$ cat src/rtl/axi_rd_bridge.sv
// Instruction-fetch to AXI read bridge.
// Converts a level-held fetch request into a single-beat AXI read and returns
// the data as a one-cycle data_ok pulse. Exactly one read is in flight at a time.
// A pipeline flush (cancel) lets the AXI read finish but drops its result.
module axi_rd_bridge #(
    parameter int ADDR_W = 32,
    parameter int DATA_W = 32
) (
    input  logic              clk,
    input  logic              rst,
    input  logic              req,
    input  logic [ADDR_W-1:0] addr,
    input  logic              cancel,
    output logic              stall,
    output logic              data_ok,
    output logic [DATA_W-1:0] rdata_o,
    output logic              err,
    output logic              arvalid,
    input  logic              arready,
    output logic [ADDR_W-1:0] araddr,
    output logic [7:0]        arlen,
    output logic [2:0]        arsize,
    input  logic              rvalid,
    output logic              rready,
    input  logic [DATA_W-1:0] rdata,
    input  logic [1:0]        rresp
);

    typedef enum logic [1:0] {
        IDLE = 2'd0,
        ADDR = 2'd1,
        DATA = 2'd2
    } state_t;

    state_t              state_r, state_s;
    logic                cancelled_r, cancelled_s;
    logic                arvalid_r, arvalid_s;
    logic                rready_r, rready_s;
    logic                data_ok_r, data_ok_s;
    logic                err_r, err_s;
    logic [ADDR_W-1:0]   araddr_r, araddr_s;
    logic [DATA_W-1:0]   rdata_r, rdata_s;

    // State register and all registered outputs.
    always_ff @(posedge clk or posedge rst) begin
        if (rst) begin
            state_r     <= IDLE;
            cancelled_r <= 1'b0;
            arvalid_r   <= 1'b0;
            rready_r    <= 1'b0;
            data_ok_r   <= 1'b0;
            err_r       <= 1'b0;
            araddr_r    <= {ADDR_W{1'b0}};
            rdata_r     <= {DATA_W{1'b0}};
        end else begin
            state_r     <= state_s;
            cancelled_r <= cancelled_s;
            arvalid_r   <= arvalid_s;
            rready_r    <= rready_s;
            data_ok_r   <= data_ok_s;
            err_r       <= err_s;
            araddr_r    <= araddr_s;
            rdata_r     <= rdata_s;
        end
    end

    // Next-state logic and next values of the registered outputs.
    always_comb begin
        state_s     = state_r;
        cancelled_s = cancelled_r;
        arvalid_s   = arvalid_r;
        rready_s    = rready_r;
        data_ok_s   = 1'b0;
        err_s       = 1'b0;
        araddr_s    = araddr_r;
        rdata_s     = rdata_r;
        case (state_r)
            IDLE: begin
                cancelled_s = 1'b0;
                // While data_ok is high the held req still belongs to the
                // fetch just completed, so it must not start a new read.
                if (req && !data_ok_r) begin
                    araddr_s  = addr;
                    arvalid_s = 1'b1;
                    state_s   = ADDR;
                end else begin
                    state_s   = IDLE;
                end
            end
            ADDR: begin
                cancelled_s = cancelled_r | cancel;
                if (arready) begin
                    arvalid_s = 1'b0;
                    rready_s  = 1'b1;
                    state_s   = DATA;
                end else begin
                    state_s   = ADDR;
                end
            end
            DATA: begin
                cancelled_s = cancelled_r | cancel;
                if (rvalid) begin
                    rready_s    = 1'b0;
                    state_s     = IDLE;
                    cancelled_s = 1'b0;
                    // A cancel arriving with rvalid still kills the result.
                    if (!cancelled_r && !cancel) begin
                        data_ok_s = 1'b1;
                        err_s     = (rresp != 2'b00);
                        rdata_s   = rdata;
                    end else begin
                        data_ok_s = 1'b0;
                        err_s     = 1'b0;
                    end
                end else begin
                    state_s = DATA;
                end
            end
            default: begin
                state_s     = IDLE;
                cancelled_s = 1'b0;
                arvalid_s   = 1'b0;
                rready_s    = 1'b0;
            end
        endcase
    end

    assign stall   = (state_r != IDLE) | (req & ~data_ok_r);
    assign data_ok = data_ok_r;
    assign err     = err_r;
    assign rdata_o = rdata_r;
    assign arvalid = arvalid_r;
    assign araddr  = araddr_r;
    assign rready  = rready_r;
    assign arlen   = 8'd0;
    assign arsize  = 3'b010;

endmodule

$ cat config.mk
export PLATFORM = sky130hd
export DESIGN_NAME = axi_rd_bridge
export DESIGN_NICKNAME = d
export VERILOG_FILES = /design/src/rtl/axi_rd_bridge.sv
export SDC_FILE = /design/constraint.sdc
export NUM_CORES = 1
export LEC_CHECK = 0
export BUFFER_PORTS_ARGS = -buffer_cell sky130_fd_sc_hd__clkbuf_2
export CORE_MARGIN = 5
export CORE_UTILIZATION = 48
export CTS_CLUSTER_SIZE = 16
export DETAILED_ROUTE_END_ITERATION = 10
export GPL_TIMING_DRIVEN = 1
export PLACE_DENSITY = 0.83
export SKIP_CTS_REPAIR_TIMING = 1
export SYNTH_ARGS = -nofsm -noshare
export SYNTH_HDL_FRONTEND = slang
export SYNTH_SLANG_ARGS = --single-unit
$ cat constraint.sdc
create_clock -name clk -period 5.2 [get_ports clk]
set_input_delay 0.78 -clock clk [delete_from_list [all_inputs] [get_ports clk]]
set_output_delay 0.78 -clock clk [all_outputs]
set_load 0.02 [all_outputs]
==> results.cfg <==
[run_status]
status = finished clean

[drt]
vias = 1893
wire_per_inst_um = 15.0
wl_mm = 6.08
remaining_drc_errors = 0
ant_nets = 0
firstDrtPassIters = 4
viasPerCell = 4.67
drtIter0Drc = 33

[critical_path]
crit_buf_inv = 2
crit_path_top_delay_cell = dfrtp_1
rrSetupSlack_ns = 3.31
critical_path_arrival_ns = 1.30
crit_chain = inv_1, ha_1, nand2_1, clkbuf_2
reg2reg_to = rdata_o[17]
crit_family = flip-flops
start_kind = flop
reg2reg_depth = 6
r2r_start = state_r[0]
cp_max_fo = 4
endpoint_kind = output port
cp.required_ns = 4.42
max_stage_delay_ns = 0.40
path_class = reg2out

[synthesis]
synth-main-ff-cell = dfrtp_1
yosysMostFrequentCell = dfrtp_1
yosys_warnings = 0
netlist_area_um2 = 2830
netlist_top_cells_count = dfrtp_1, mux2_2, buf_4
synth_area_leader_cell = dfrtp_1
synth_area_leaders = dfrtp_1, mux2_2, buf_4
synth_enable_flop_cells = 0
ys_seq_area_share_pct = 62.8
synth_cell_types = 20
async_flop_share_pct = 100
synth_area_per_cell_um2 = 15.8
synth_seq_cells = 71
syn_inst = 179
synth.top_cell.area_share_pct = 62.8

[clock_tree]
cts_tree = done
clockBufferDepth = 2
clk_latency_ns = 0.33
path_clk_slew_ns = 0.07
htree_levels = 3
cts_num_sinks = 71
numCtsBuffers = 9
cts-root-buf = clkbuf_8

[cells_and_area]
multiInputGateArea_um2 = 938
register_area_um2 = 1780
finish.instance_area_um2 = 3780
drive_gt1_share_pct = 68.2
nets = 402
antenna_cells = 0
fillers = 484
area_growth_pct = 33.6

[place]
gp_congestion = 0.698
post-dp-hpwl_mm = 4.70
port_buffers = 140
placed_area_um2 = 3550

[global_route]
antenna_found_initial = 0
grt_pass1_vias = 2066
grt_pass1_wl_mm = 9.68
grt_use_total_pct = 16.7
grt_max_degree = 41
overflow = 0

[hold_path]
hold_start = cancelled_r
whs_endpoint = data_ok
min_path_type = reg2reg
min_path_cells = 1

[pwr]
ir_drop_uv = 355
leakage_nw = 1.96
p_per_area_nw_per_um2 = 665

[timing]
slew_viol_final = 0
worstMarginPinSlew_ns = 0.647
max_freq_ghz = 0.480
slew_headroom_pct = 56.8
setup-tns-final_ns = 0
rsz0062_at_grt = false
hold_viol_final = 0
setup-violations-final = 0
skew_ns = 0.00952
layout_min_cycle_time_ns = 2.08
period_share_pct = 40.1

[floorplan]
coreArea_um2 = 5820
die_h_um = 86.8
io-pin-count = 152
floorplan.rows = 28
die_area_um2 = 7530
start_util_pct = 48.6
die_x_um = 86.8

[run]
maxCapViolations = 0
## kinds of logic (layout without fill, tap and decap cells)
family / Yosys count / count (layout) / synth area share, %
flops: 71 / 71 / 62.8
fa+ha+maj: 5 / 5 / 2.21
mux: 65 / 65 / 25.9
buf+inv: 21 / 163 / 5.18
other cells: 2 / 11 / 0.266
simple gates: 10 / 10 / 2.26
compound gates: 5 / 5 / 1.37
## layer usage
metal	wire length (um)	share of wire (%)	up-vias	GRT usage [%]
met2	3340	55	66	29.8
met4	97	1.6	0	8.07
met5	0	0	-	0
met3	425	7.0	10	4.18
met1	2210	36	931	18.5
li1	-	-	886	-
## flip-flops by register name, indices dropped and copies added, names as in the netlist
signal,cells
araddr,32
arvalid,1
cancelled_r,1
data_ok,1
err,1
rdata_o,32
rready,1
state_r,2
## power by group
group / leakage, nW / internal (mW) / switching, mW
clock: 0.112 / 0.296 / 0.199
sequential: 0.861 / 0.818 / 0.138
combinational: 0.989 / 0.452 / 0.611
## area by class of cell
| cell class | count | share of cell area, % |
|---|---|---|
| inverter | 4 | 0.397 |
| tap | 75 | 2.48 |
| sequential | 71 | 47.0 |
| clock buffer | 11 | 4.01 |
| clock inverter | 5 | 2.12 |
| timing repair buffer | 143 | 19.1 |
| multi-input combinational | 96 | 24.8 |
## how the worst max path moves through the flow
stage	cells after the start	from	to	slack (ns)
3_5_place_dp	5	rvalid	rdata_o[17]	3.19
6_report	4	state_r[1]	stall	3.12
5_1_grt	4	state_r[1]	stall	3.01
4_1_cts	4	state_r[0]	stall	3.10
2_1_floorplan	1	rst	araddr[0]	2.62
3_3_place_gp	4	cancel	rdata_o[0]	3.23
## cells in the final DEF (no fill, tap or decap), types with 3 or more instances in the layout
master / n
clkbuf_2: 140
clkbuf_8: 11
dfrtp_1: 71
ha_1: 5
conb_1: 11
buf_4: 3
inv_1: 3
mux2_2: 63
## through the flow
stage	setup slack [ns]	hold WS, ns	power (mW)	std cells	utilization [%]
3_3_place_gp	3.23	0.470	2.00	389	61.0
5_1_grt	3.01	0.512	2.66	405	65.0
6_report	3.12	0.489	2.51	405	65.0
2_1_floorplan	2.62	0.583	1.67	188	-
3_5_place_dp	3.19	0.479	2.05	389	61.0
4_1_cts	3.10	0.493	2.55	405	65.0
## worst register-to-register path, stage by stage (launching register included)
cell     delay [ns]
dfrtp_1        0.42
inv_1          0.09
ha_1           0.21
nand2_1        0.11
nor3_4         0.13
buf_4          0.40
mux2_2         0.41
(Power assumes the default switching activity.)
